## config.mk

```make
export PLATFORM = sky130hd
export DESIGN_NAME = mdio_phy_responder
export DESIGN_NICKNAME = d
export VERILOG_FILES = /design/src/rtl/mdio_phy_responder.sv
export SDC_FILE = /design/constraint.sdc
export NUM_CORES = 1
export LEC_CHECK = 0
export BUFFER_PORTS_ARGS = -buffer_cell sky130_fd_sc_hd__buf_2
export CAP_MARGIN = 10
export CORE_ASPECT_RATIO = 0.5
export CORE_MARGIN = 5
export CORE_UTILIZATION = 45
export CTS_CLUSTER_DIAMETER = 40
export DETAILED_ROUTE_END_ITERATION = 6
export SLEW_MARGIN = 10
export SYNTH_ARGS = -nofsm -noshare
export SYNTH_HDL_FRONTEND = slang
export SYNTH_SLANG_ARGS = --single-unit
```

## constraint.sdc

```tcl
create_clock -name msoc_clk -period 2.25 [get_ports msoc_clk]
set_clock_uncertainty 0.05 [all_clocks]
set_input_delay 0.5625 -clock msoc_clk [delete_from_list [all_inputs] [get_ports msoc_clk]]
set_output_delay 0.5625 -clock msoc_clk [all_outputs]
set_load 0.01 [all_outputs]
```

## src/rtl/mdio_phy_responder.sv

```systemverilog
// rtl/mdio_phy_responder.sv - Clause 22 MDIO PHY-side responder with a small PHY register file.
module mdio_phy_responder #(
  parameter logic [4:0]  PHY_ADDR      = 5'd1,
  parameter int          PREAMBLE_BITS = 32,
  parameter logic [15:0] PHY_ID1       = 16'h0007,
  parameter logic [15:0] PHY_ID2       = 16'hC0F1
) (
  input  logic        msoc_clk,
  input  logic        rstn,
  input  logic        i_mdc,
  input  logic        i_mdio,
  output logic        o_mdio,
  output logic        oe_mdio,
  input  logic        link_up,
  output logic        wr_strobe,
  output logic [4:0]  wr_regad,
  output logic [15:0] wr_data
);

  localparam int CW = $clog2(PREAMBLE_BITS + 1);
  localparam logic [CW-1:0] PRE_MAX = CW'(PREAMBLE_BITS);
  localparam logic [15:0] BMCR_RST = 16'h1000;
  localparam logic [15:0] ANAR_RST = 16'h01E1;

  typedef enum logic [2:0] {S_IDLE, S_ST, S_OP, S_PHYAD, S_REGAD, S_TA, S_DATA} state_t;

  logic mdc_s1_q, mdc_s2_q, mdc_s3_q, mdio_s1_q, mdio_s2_q;
  logic rise_q, fall_q, mdio_q;
  logic rise_d, fall_d;

  state_t        state_q, state_d;
  logic [CW-1:0] ones_q, ones_d;
  logic [4:0]    bit_cnt_q, bit_cnt_d;
  logic [4:0]    addr_q, addr_d;
  logic          is_read_q, is_read_d;
  logic [15:0]   shreg_q, shreg_d;
  logic          oe_q, oe_d, out_q, out_d, strobe_q, strobe_d;
  logic [4:0]    wr_regad_q, wr_regad_d;
  logic [15:0]   wr_data_q, wr_data_d;
  logic [15:0]   bmcr_q, bmcr_d, anar_q, anar_d, scratch_q, scratch_d;

  logic        abort;
  logic [4:0]  shift_in;
  logic [15:0] data_in, rd_val;

  // Edges are registered so that parsing sees a one-cycle pulse paired with the MDIO sample.
  assign rise_d = mdc_s2_q & ~mdc_s3_q;
  assign fall_d = ~mdc_s2_q & mdc_s3_q;

  always_ff @(posedge msoc_clk or negedge rstn) begin
    if (!rstn) begin
      mdc_s1_q  <= 1'b0;
      mdc_s2_q  <= 1'b0;
      mdc_s3_q  <= 1'b0;
      mdio_s1_q <= 1'b0;
      mdio_s2_q <= 1'b0;
      rise_q    <= 1'b0;
      fall_q    <= 1'b0;
      mdio_q    <= 1'b0;
    end else begin
      mdc_s1_q  <= i_mdc;
      mdc_s2_q  <= mdc_s1_q;
      mdc_s3_q  <= mdc_s2_q;
      mdio_s1_q <= i_mdio;
      mdio_s2_q <= mdio_s1_q;
      rise_q    <= rise_d;
      fall_q    <= fall_d;
      mdio_q    <= mdio_s2_q;
    end
  end

  assign shift_in = {addr_q[3:0], mdio_q};
  assign data_in  = {shreg_q[14:0], mdio_q};

  always_comb begin
    rd_val = 16'h0000;
    case (shift_in)
      5'd0:    rd_val = bmcr_q & 16'h7FFF;
      5'd1:    rd_val = 16'h7809 | {13'd0, link_up, 2'b00};
      5'd2:    rd_val = PHY_ID1;
      5'd3:    rd_val = PHY_ID2;
      5'd4:    rd_val = anar_q;
      5'd31:   rd_val = scratch_q;
      default: rd_val = 16'h0000;
    endcase
  end

  always_comb begin
    state_d    = state_q;
    ones_d     = ones_q;
    bit_cnt_d  = bit_cnt_q;
    addr_d     = addr_q;
    is_read_d  = is_read_q;
    shreg_d    = shreg_q;
    oe_d       = oe_q;
    out_d      = out_q;
    strobe_d   = 1'b0;
    wr_regad_d = wr_regad_q;
    wr_data_d  = wr_data_q;
    bmcr_d     = bmcr_q;
    anar_d     = anar_q;
    scratch_d  = scratch_q;
    abort      = 1'b0;
    if (rise_q) begin
      unique case (state_q)
        S_IDLE: begin
          if (mdio_q) begin
            if (ones_q != PRE_MAX) ones_d = ones_q + CW'(1);
          end else if (ones_q == PRE_MAX) begin
            state_d = S_ST;
            ones_d  = '0;
          end else begin
            ones_d = '0;
          end
        end
        S_ST: begin
          if (mdio_q) begin
            state_d   = S_OP;
            bit_cnt_d = 5'd0;
          end else begin
            abort = 1'b1;
          end
        end
        S_OP: begin
          addr_d    = shift_in;
          bit_cnt_d = bit_cnt_q + 5'd1;
          if (bit_cnt_q == 5'd1) begin
            bit_cnt_d = 5'd0;
            if (shift_in[1:0] == 2'b10) begin
              is_read_d = 1'b1;
              state_d   = S_PHYAD;
            end else if (shift_in[1:0] == 2'b01) begin
              is_read_d = 1'b0;
              state_d   = S_PHYAD;
            end else begin
              abort = 1'b1;
            end
          end
        end
        S_PHYAD: begin
          addr_d    = shift_in;
          bit_cnt_d = bit_cnt_q + 5'd1;
          if (bit_cnt_q == 5'd4) begin
            bit_cnt_d = 5'd0;
            if (shift_in == PHY_ADDR) state_d = S_REGAD;
            else abort = 1'b1;
          end
        end
        S_REGAD: begin
          addr_d    = shift_in;
          bit_cnt_d = bit_cnt_q + 5'd1;
          if (bit_cnt_q == 5'd4) begin
            bit_cnt_d = 5'd0;
            state_d   = S_TA;
            if (is_read_q) shreg_d = rd_val;
          end
        end
        S_TA: begin
          bit_cnt_d = bit_cnt_q + 5'd1;
          if (bit_cnt_q == 5'd1) begin
            bit_cnt_d = 5'd0;
            state_d   = S_DATA;
          end
        end
        S_DATA: begin
          if (is_read_q) begin
            if (bit_cnt_q != 5'd16) bit_cnt_d = bit_cnt_q + 5'd1;
          end else begin
            shreg_d   = data_in;
            bit_cnt_d = bit_cnt_q + 5'd1;
            if (bit_cnt_q == 5'd15) begin
              strobe_d   = 1'b1;
              wr_regad_d = addr_q;
              wr_data_d  = data_in;
              state_d    = S_IDLE;
              ones_d     = '0;
              bit_cnt_d  = 5'd0;
              case (addr_q)
                5'd0: begin
                  if (data_in[15]) begin
                    bmcr_d    = BMCR_RST;
                    anar_d    = ANAR_RST;
                    scratch_d = 16'h0000;
                  end else begin
                    bmcr_d = data_in;
                  end
                end
                5'd4:    anar_d    = data_in;
                5'd31:   scratch_d = data_in;
                default: ;
              endcase
            end
          end
        end
        default: state_d = S_IDLE;
      endcase
    end else if (fall_q) begin
      case (state_q)
        S_TA: begin
          if (is_read_q && bit_cnt_q == 5'd1) begin
            oe_d  = 1'b1;
            out_d = 1'b0;
          end
        end
        S_DATA: begin
          if (is_read_q) begin
            if (bit_cnt_q == 5'd16) begin
              oe_d      = 1'b0;
              out_d     = 1'b0;
              state_d   = S_IDLE;
              ones_d    = '0;
              bit_cnt_d = 5'd0;
            end else begin
              out_d   = shreg_q[15];
              shreg_d = {shreg_q[14:0], 1'b0};
            end
          end
        end
        default: ;
      endcase
    end
    if (abort) begin
      state_d   = S_IDLE;
      ones_d    = '0;
      bit_cnt_d = 5'd0;
      oe_d      = 1'b0;
      out_d     = 1'b0;
    end
  end

  always_ff @(posedge msoc_clk or negedge rstn) begin
    if (!rstn) begin
      state_q    <= S_IDLE;
      ones_q     <= '0;
      bit_cnt_q  <= 5'd0;
      addr_q     <= 5'd0;
      is_read_q  <= 1'b0;
      shreg_q    <= 16'h0000;
      oe_q       <= 1'b0;
      out_q      <= 1'b0;
      strobe_q   <= 1'b0;
      wr_regad_q <= 5'd0;
      wr_data_q  <= 16'h0000;
      bmcr_q     <= BMCR_RST;
      anar_q     <= ANAR_RST;
      scratch_q  <= 16'h0000;
    end else begin
      state_q    <= state_d;
      ones_q     <= ones_d;
      bit_cnt_q  <= bit_cnt_d;
      addr_q     <= addr_d;
      is_read_q  <= is_read_d;
      shreg_q    <= shreg_d;
      oe_q       <= oe_d;
      out_q      <= out_d;
      strobe_q   <= strobe_d;
      wr_regad_q <= wr_regad_d;
      wr_data_q  <= wr_data_d;
      bmcr_q     <= bmcr_d;
      anar_q     <= anar_d;
      scratch_q  <= scratch_d;
    end
  end

  assign o_mdio    = out_q;
  assign oe_mdio   = oe_q;
  assign wr_strobe = strobe_q;
  assign wr_regad  = wr_regad_q;
  assign wr_data   = wr_data_q;

endmodule

```

==> metrics list, run 1 <==
- The run finished with clean final reports.
- Dividing the detail-routed via count by the number of cells gives 5.62.
- Average instance area after synthesis: around 9.6 um2
* Leakage power figure: 0.00331 uW
- Internal power comes to 3810 uW.
- Counting flops with a built-in enable in the synthesized netlist gives 0.
- The clock network is responsible for between 50% and 60% of the overall power.
- The worst setup path is captured at a flip-flop.
* Floorplan core area: 0.0126 mm2
- In the final layout, the share of cells above drive strength 1 is 29.6%.
- Post-route DRC violation count: 0
* Routed length per instance: roughly 17 um
- With fillers left out, the area of the finished cells amounts to 0.00727 mm2.
* Shortest period the worst path allows: ~2.2 ns
* Transition at the pin with the smallest max-transition slack: 0.594 ns
* Unique cell type count in the Yosys netlist: 67
- Kind of start point of the critical path: flip-flop
- Global routing consumed, over all layers together, between 10% and 20% of the routing resources.
- Synthesized netlist net count: about 610
- Post-synth ARST share: 100%
- The critical path is of the reg -> reg type.
- HPWL Detailed: around 9400 um
* FF-to-FF setup slack: 0.08 ns
* Number of core rows: 29
- Once detail routing completed, the nets flagged for antenna violations numbered 0.
* TritonRoute pass-1 iters: 6
- Net switching is between 20% and 30% of the power.
- Largest net degree at the start of global routing: 71
- Most common library cell in the layout ignoring fill and taps: dfrtp_1
- TritonCTS created 17 clock buffers.
- The placed instances occupy a cell area of about 0.0065 mm2.
- In this run the worst setup path begins at bit_cnt_q[1].
* Max FO, Critical Path: 6
- Initial core utilization: a little under half
- The worst-case IR drop observed on VDD is 0.000541 V.
- Switching power total: 1070 uW
* Kind of path behind the tightest hold check: in -> async
- STA puts the critical path data required time at 2.53 ns.
* Part of the Yosys area used for sequential elements: 50.3%
- In this run the cell area of the synthesized design comes to 0.00573 mm2.
- Clock tree sinks: 115
- Most frequent cells in the layout: dfrtp_1 (105), nand2_1 (102), buf_4 (61)
* Total gr overflow: 0
* Clock tree from TritonCTS: built
* Crit path setup slack, layout: 0.0837 ns
* Clock slew at reported path FFs: 0.06 ns
- The H-tree was split into 4 levels.
* Worst-skew pair later-pin latency: between 0.4 and 0.5 ns
- Via count of the first global-routing pass: 4618
- Worst Path Arrival: 2.45 ns
- The max-slew violation count is 0.
* Setup-failing EPs final: 0
- GP Congestion: around 0.84
* Global-route wire length before repair: 24400 um
- Initial antenna violation count: 0
- PD cells: between 600 and 700 mW/mm2
- The filler cells instantiated in the layout total 1079.
- The number of placed instances, taps included, is between 800 and 900.
- Max-cap violations in this run came to 0.
- Yosys warning total: 0
- Initial DRC Count: 355
* Share of the clock period used by the worst path: 96.3%
- The repair_antennas step left the layout with diodes totalling 0.
- Once layout is complete, the utilization of the core stands at 57.9%.
* Post-synth top flop: dfrtp_1
* Die Y-Extent: roughly 90 um
- Buffers placed on the I/O ports in this run total 28.
* Total wirelength of the detailed-routed design: around 15000 um
- Endpoint of the most critical register-to-register path: state_q[0]
* Max Freq: 462 MHz
- The number of hold-slack violations in the final timing report was 0.
* Number of cells on the worst reg-to-reg path: 9
- Gate count of the mapped netlist: just under 600
* Routed via count: 4808
* Io pins: 29
- Fin cells: 855
- Sequential cells burn 42.8% of the power.
- The die covers 0.0152 mm2.
- Dpl ws: -0.0191 ns
- Area growth syn-to-layout: 26.8%
* Beginning of the worst register-to-register path: bit_cnt_q[1]
* Die Wd: 170 um
- Combinational logic burns under 10% of the power.
* Headroom to the max-slew limit: 60.4%
* Flops & latches, synth: 115
* CTS max path bufs: 2
- The final layout contains just under 700 nets.
- In this run the clock root is driven by a clkbuf_16.
## power groups by stage
stage | Clock [uW] | Sequential [uW] | Combinational (uW)
2_1_floorplan | 0 | 2120 | 50.0
3_3_place_gp | 0 | 2120 | 143
3_5_place_dp | 0 | 2120 | 144
4_1_cts | 2670 | 2090 | 144
5_1_grt | 2800 | 2090 | 168
6_report | 2640 | 2090 | 150
## cell type report
class                   instances  area (um2)  area share [%]
clock buffers                  23         468            6.44
well taps                     170         213            2.93
multi-input cells             408        2710            37.3
inverters                      33         124            1.70
clock inverters                 9         105            1.45
flip-flops and latches        115        2890            39.8
repair buffers                 97         761            10.5
## what timing repair did
action | in CTS | in global routing
cloned | 0 | 1
endpoints found under the setup margin | 18 | 97
buffers inserted | 0 | 6
gates resized for setup | 3 | 36
pin swaps | 0 | 5
hold buffers | 0 | 0
## registers in the layout (all words and copies together) (netlist names)
signal	cells
anar_q	16
scratch_q	16
shreg_q	16
wr_data	16
bmcr_q	15
ones_q	6
addr_q	5
bit_cnt_q	5
wr_regad	5
state_q	3
fall_q	1
is_read_q	1
mdc_s1_q	1
mdc_s2_q	1
mdc_s3_q	1
mdio_q	1
mdio_s1_q	1
mdio_s2_q	1
o_mdio	1
oe_mdio	1
rise_q	1
wr_strobe	1
## synth_stat cells, drive strengths merged (2+ instances only)
library cell / number / area [um2]
nand3b: 3 / 22.5
o31ai: 5 / 37.5
nor2b: 11 / 68.8
nor2: 16 / 60.1
a31oi: 6 / 52.6
o21ai: 55 / 275
or2: 3 / 18.8
nand3: 47 / 235
a222oi: 6 / 60.1
a211oi: 4 / 30.0
nand4: 2 / 27.5
clkbuf: 27 / 103
a21o: 7 / 52.6
a221oi: 5 / 43.8
a22oi: 12 / 90.1
buf: 13 / 76.3
nor4b: 4 / 56.3
nand2b: 6 / 37.5
inv: 32 / 120
mux2i: 3 / 30.0
dfstp: 6 / 158
mux2: 25 / 282
and2: 3 / 18.8
nor3: 3 / 20.0
o22ai: 6 / 51.3
ha: 11 / 138
dfrtp: 109 / 2730
and3: 7 / 43.8
nor4: 5 / 37.5
nand4b: 2 / 17.5
nand2: 102 / 383
a21oi: 28 / 151
o211ai: 4 / 35.0
## layer usage
| metal | up-vias | routed length, um | track usage [%] |
|---|---|---|---|
| met2 | 126 | 6890 | 30.0 |
| li1 | 2264 | - | - |
| met5 | - | 0 | 0 |
| met1 | 2398 | 7210 | 29.0 |
| met4 | 0 | 210 | 6.50 |
| met3 | 20 | 637 | 3.77 |
## per-stage QoR
| stage | setup TNS (ns) | hold WS [ns] | power [uW] |
|---|---|---|---|
| after detailed placement | -0.0677 | 0.292 | 2270 |
| after global routing | -0.119 | 0.102 | 5050 |
| after floorplan | 0 | 0.217 | 2170 |
| after global placement | 0 | 0.285 | 2270 |
| final | 0 | 0.0806 | 4880 |
| after CTS | 0 | 0.0901 | 4910 |
## critical path: stages (launching register included)
cell	delay [ns]
dfrtp_1	0.40
inv_2	0.08
ha_2	0.17
nor4b_4	0.20
buf_6	0.17
nand3_1	0.11
a32oi_1	0.29
o221ai_2	0.16
nor4_1	0.32
o2bb2ai_1	0.15
## kinds of logic (layout without fill, tap and decap cells)
kind of cell	after synthesis	in the layout	synth area share [%]
multiplexers	28	28	5.43
buffers and inverters	73	162	5.28
AND/OR/NAND/NOR	220	220	19.3
flip-flops	115	115	50.3
AO/OA/AOI/OAI	149	149	17.2
adder cells (fa/ha/maj)	11	11	2.40
## how the worst max path moves through the flow
stage,to,slack (ns),depth (start not counted)
floorplan,ones_q[4],0.01,7
global placement,bit_cnt_q[2],0.01,9
detailed placement,bmcr_q[8],-0.02,10
CTS,state_q[0],0.005,9
global route,bmcr_q[9],-0.03,10
finish,state_q[0],0.08,9
Power figures use the tool's default switching activity.
==> run 2, diff against run 1 <==
- MAX_ROUTING_LAYER: default -> met4
==> run 2 against run 1 <==
Sequential power hardly changed. First-iteration DRC count is 0.85% higher. Combinational power hardly changed. Routed wire length about the same. Total power is 0.16% higher. Critical path depth unchanged. Setup slack got worse by 0.0045 ns. Register-to-register slack about the same. Die area unchanged. Final cell count is the same. Largest cell class unchanged.
==> metrics list, run 2 (synthesis gave the netlist of run 1 again) <==
- Leaving out fill and tap cells, the most frequent cell in the layout is dfrtp_1.
- Maximum level of the CTS H-tree: 4
* Initial core utilization: between 40% and 50%
* Share of the core filled with cells: 57.9%
- Die Y-Extent: approximately 90 um
* Initial antenna violation count: 0
- Outcome: complete, no violations
- Worst-skew pair later-pin latency: 0.41 ns
- Endpoint of the most critical register-to-register path: state_q[0]
* Kind of start point of the critical path: flip-flop
- Max Freq: roughly 460 MHz
* Share of the clock period used by the worst path: 96.5%
- 29 I/O pins were placed.
- The number of global-route vias before repair was 4608.
- The wire-length estimate of the detail-placed layout is around 9400 um.
- The area growth from synthesis to layout is 26.8%.
- TritonCTS built the clock tree.
- Dividing the detail-routed wire length by the instance count gives 17.5 um.
- Total of buffers placed on input and output ports: 28
- Beginning of the worst register-to-register path: bit_cnt_q[1]
* TritonRoute pass-1 iters: 5
- The number of hold-slack violations in the final timing report was 0.
- Buffers inserted during clock tree synthesis total 17.
- Total gr overflow: 0
- Number of core rows: 29
* Number of cells on the worst reg-to-reg path: 9
- Kind of path behind the tightest hold check: in -> async
* Transition at the pin with the smallest max-transition slack: 0.593 ns
- At the worst endpoint, the arrival time is 2.45 ns.
- In the final layout, the share of cells above drive strength 1 is 29.6%.
- Critical path class: reg -> reg
- After detailed routing, the total wire length is around 15000 um.
* Most frequent cells in the layout: dfrtp_1 (105), nand2_1 (102), buf_4 (61)
- Fin nets: 688
* VDD IR-drop max: 0.000544 V
- Dividing total power by cell area gives a power density of 672 mW/mm2.
* Shortest period the worst path allows: around 2.2 ns
- Entering global routing, the biggest net connects approximately 70 pins.
* GP Congestion: roughly 0.85
- Using the TritonRoute via totals, the vias-per-cell ratio works out to 5.59.
- Of all nets on the critical path, the largest fanout is 6.
- Initial DRC Count: 358
- Floorplan core area: 0.0126 mm2
* FF-to-FF setup slack: 0.08 ns
- Routed via count: about 4800
- After filler insertion, the fill cell instance count of the layout stands at 1079.
* Clock slew at reported path FFs: 0.06 ns
- Setup total negative slack: 0 ns
* Clock tree sinks: 115
* Post-route DRC violation count: 0
* Remaining antenna violation count after routing: 0
* Leakage power figure: 0.00331 uW
- Counting along the longest clock path gives a buffer depth of 2.
- The root buffer cell chosen for the clock tree is clkbuf_16.
* Floorplan die area: approximately 0.015 mm2
* Required time at the worst-slack endpoint: 2.53 ns
* Flip-flop and latch area: 0.00289 mm2
* CP Capture Type: flip-flop
- Hold repair after CTS inserted 0 buffers.
* All-Layer GR Usage: 20.5%
- Inserted Diodes: 0
- Setup-failing EPs final: 0
- The first global-routing pass estimated 24400 um of wire.
- Max-cap violations in this run came to 0.
* Fin. max-slew vios: 0
- Die Wd: roughly 170 um
- Headroom to the max-slew limit: just over 60%
* Multi-input logic area: 0.00271 mm2
-- run 2: worst max-delay path by stage --
stage	from	to	slack, ns	depth (start not counted)
after floorplan	addr_q[0]	ones_q[4]	0.01	7
after global placement	addr_q[0]	bit_cnt_q[2]	0.01	9
after detailed placement	bit_cnt_q[0]	bmcr_q[8]	-0.02	10
after CTS	addr_q[0]	state_q[0]	0.005	9
after global routing	bit_cnt_q[0]	bmcr_q[9]	-0.03	10
final	bit_cnt_q[1]	state_q[0]	0.08	9
-- run 2: through the flow --
step / hold slack, ns / setup WS, ns / power [uW] / std cells / cell area [um2]
2_1_floorplan: 0.217 / 0.0130 / 2170 / 596 / 5730
4_1_cts: 0.0901 / 0.00451 / 4910 / 848 / 7050
3_5_place_dp: 0.292 / -0.0191 / 2270 / 816 / 6470
5_1_grt: 0.101 / -0.0279 / 5050 / 855 / 7270
3_3_place_gp: 0.285 / 0.0111 / 2270 / 816 / 6470
6_report: 0.0785 / 0.0792 / 4890 / 855 / 7270
-- run 2: power by group --
group | switching [uW] | internal [uW] | leakage [uW]
combinational | 101 | 49.2 | 0.00148
clock | 967 | 1680 | 0.000281
sequential | 8.98 | 2080 | 0.00156
total | 1080 | 3810 | 0.00331
-- run 2: layout make-up --
type / count / share of cell area, %
Inverter: 33 / 1.70
Sequential cell: 115 / 39.8
Clock inverter: 9 / 1.45
Tap cell: 170 / 2.93
Timing Repair Buffer: 97 / 10.5
Clock buffer: 23 / 6.44
Multi-Input combinational cell: 408 / 37.3
-- run 2: repair_timing --
action | in CTS | in global routing
cloned | 0 | 1
buffers inserted | 0 | 6
resized for setup | 3 | 36
pin swaps | 0 | 5
setup endpoints to repair | 18 | 97
-- run 2: metal layers --
metal,vias up,wire [um],track usage [%]
met5,-,0,-
met4,0,211,6.50
met3,19,669,3.90
met2,119,6870,30.0
met1,2379,7200,29.0
li1,2265,-,-
-- run 2: worst max-delay path, cell delays in order, from the launching register on --
cell and delay (ns):
dfrtp_1 0.40, inv_2 0.08, ha_2 0.17, nor4b_4 0.20, buf_6 0.17, nand3_1 0.11, a32oi_1 0.29, o221ai_2 0.16
nor4_1 0.32, o2bb2ai_1 0.15
==> run 3, diff against run 2 <==
- GPL_TIMING_DRIVEN: default -> 0
==> run 3 against run 2 <==
The run now ends with hold timing left. Count of clock-buffer cells in the layout decreased by 5. Final cell count decreased by 0.35%. Sequential share of layout area decreased by 0.35 points. Total power increased by 0.98%. Clock power increased by 2%. Non-clock buffer count decreased by 3. Critical path depth decreased by 1. Sequential cell count unchanged. Worst hold slack got worse by 0.084 ns. Sequential power about the same. Final area increased by 0.79%. Critical path type unchanged. Largest cell class unchanged.
==> metrics list, run 3 (synthesis gave the netlist of run 1 again) <==
- Outcome: finished, violations left
- The checks that failed: hold timing.
- The kind of cell with the highest combined delay along the critical path is buffers and inverters.
- Die Wd: 170 um
- Data on the critical path is required at its endpoint by 2.51 ns.
- Post-route worst hold slack: -0.00571 ns
* PD cells: 674 mW/mm2
- After routing the design area is 0.00733 mm2.
* Multi-input logic area: approximately 0.0028 mm2
* Ratio of cells with drive above 1 in the final layout: 31.1%
- Routed length per instance: 18.8 um
- Crit-path most repeated cell: buf_4
- The library cells used most frequently in the layout, excluding fill and tap cells, are dfrtp_1 (107), nand2_1 (100), o21ai_0 (50).
* Most common library cell in the layout ignoring fill and taps: dfrtp_1
* Floorplan die area: 0.0152 mm2
* Die Y-Extent: 89.8 um
* Detail-routed via count per cell: 5.74
- Total gr overflow: 0
- Max Freq: about 450 MHz
* Floorplan core area: 0.0126 mm2
* GP Congestion: approximately 0.86
* Via count of the first global-routing pass: 4778
- Detailed placement finished with a half-perimeter wire length of just under 10000 um.
* Worst path max stage delay: around 0.42 ns
- TritonCTS built the clock tree.
* All-Layer GR Usage: between 20% and 30%
* Final Hold Violating Endpoints: 3
* FF-to-FF setup slack: about 0.043 ns
* Routed via count: 4891
- The worst setup path is captured at a flip-flop.
- Kind of start point of the critical path: flip-flop
- Post-placement cell area: 0.00612 mm2
* Worst-skew pair later-pin latency: 0.42 ns
* Buffers and inverters on the worst path: 3
* Critical path class: reg -> reg
* Setup total negative slack: 0 ns
- Initial antenna violation count: 0
- The final layout contains routed wiring with a total length of 16000 um.
* Total of buffers placed on input and output ports: 28
- Summing internal, switching and leakage power gives 4940 uW.
- Cell chain of the critical path: ha_1 > and3_2 > ha_4 > nor4b_4 > buf_4 > buf_6 > buf_4 > mux2_2
* Unrepaired setup endpoints after global routing: yes
- Headroom to the max-slew limit: 55.9%
- Worst Path Arrival: ~2.5 ns
- Largest net degree at the start of global routing: 77
* Initial DRC Count: 393
* Inserted Diodes: 0
- Beginning of the worst register-to-register path: bit_cnt_q[0]
- The worst-case IR drop observed on VDD is approximately 0.00046 V.
- CTS saw 115 sinks.
- Fin cells: ~850
* CTS Buf Count: 17
- Setup violations remaining at the end of the flow were counted as 0.
- In this run, placement finished with an instance count of 795.
- Maximum level of the CTS H-tree: 4
* Transition at the pin with the smallest max-transition slack: 0.658 ns
* Number of core rows: 29
- Max_cap viols: 0
* TritonRoute pass-1 iters: 5
- In this run the worst hold path is classified as in -> async.
- Share of the core filled with cells: 58.4%
* Fin. max-slew vios: 0
- Post-route DRC violation count: 0
* CP max-delay cell: dfrtp_1
- Global-route wire length before repair: 25900 um
- Io pins: 29
- Startpoint of the most critical setup path: bit_cnt_q[0]
- In the final layout, flip-flops and latches occupy 0.00289 mm2.
- Relative to the synthesized area, the layout overhead comes to 27.8%.
- Fill cell count: 1106
* Max FO, Critical Path: 6
- Clock tree synthesis selected as its root buffer the cell clkbuf_16.
- Fin nets: 685
- The analysis attributes to cell leakage a power of 0.00329 uW.
- Initial core utilization: between 40% and 50%
- The worst register-to-register path ends at wr_data[1].
- The clock passes through at most 2 buffers.
- Shortest period the worst path allows: 2.21 ns
- In this run the remaining antenna-violating nets after routing total 0.
- Dividing the final minimum period by the clock period gives between 90% and 100%.
- Number of cells on the worst reg-to-reg path: 8
* Clock slew at reported path FFs: about 0.06 ns
run 3: cell types whose count changed in the layout (fill, tap and decap cells not counted), moves of 4 or more:
cell | previous run | this run
clkbuf_2 | 0 | 7
buf_12 | 6 | 2
inv_6 | 0 | 4
buf_6 | 2 | 10
buf_2 | 27 | 35
and3_2 | 0 | 4
buf_4 | 61 | 30
run 3: worst max-delay path by stage:
stage / end / slack, ns / cells after the start
6_report: wr_data[1] / 0.04 / 8
5_1_grt: state_q[1] / -0.05 / 8
4_1_cts: shreg_q[11] / -0.02 / 7
3_5_place_dp: wr_data[14] / -0.56 / 6
3_3_place_gp: bit_cnt_q[0] / -0.92 / 1
2_1_floorplan: ones_q[4] / 0.01 / 7
run 3: where the power goes:
group	total [uW]	switching [uW]	internal (uW)	leakage [uW]
combinational	151	103	47.9	0.00145
sequential	2090	9.10	2080	0.00156
clock	2700	1060	1640	0.000278
run 3: layout make-up:
type,instances,share of cell area (%)
inverters,33,1.72
repair buffers,59,5.94
well taps,170,2.90
clock buffers,18,5.86
flip-flops and latches,115,39.4
plain buffers,35,3.48
clock inverters,14,2.10
multi-input cells,408,38.6
run 3: per-layer routing:
metal  up-vias  global-route usage (%)  share of wire [%]
li1       2265                       -                  -
met1      2414                    29.7                 45
met2       186                    32.4                 47
met3        26                    6.18                7.3
met4         0                    7.10                1.5
met5         -                       -                  0
run 3: repair_timing:
item | in CTS | in global routing
setup endpoints to repair | 101 | 89
buffers inserted | 17 | 13
hold buffers | 0 | 0
pin swaps | 7 | 13
resized for setup | 67 | 50
run 3: stage by stage:
stage	setup WS [ns]	hold slack [ns]
floorplan	0.0130	0.217
global placement	-0.917	0.290
detailed placement	-0.555	0.286
CTS	-0.0202	0.00188
global route	-0.0546	0.0196
finish	0.0425	-0.00571
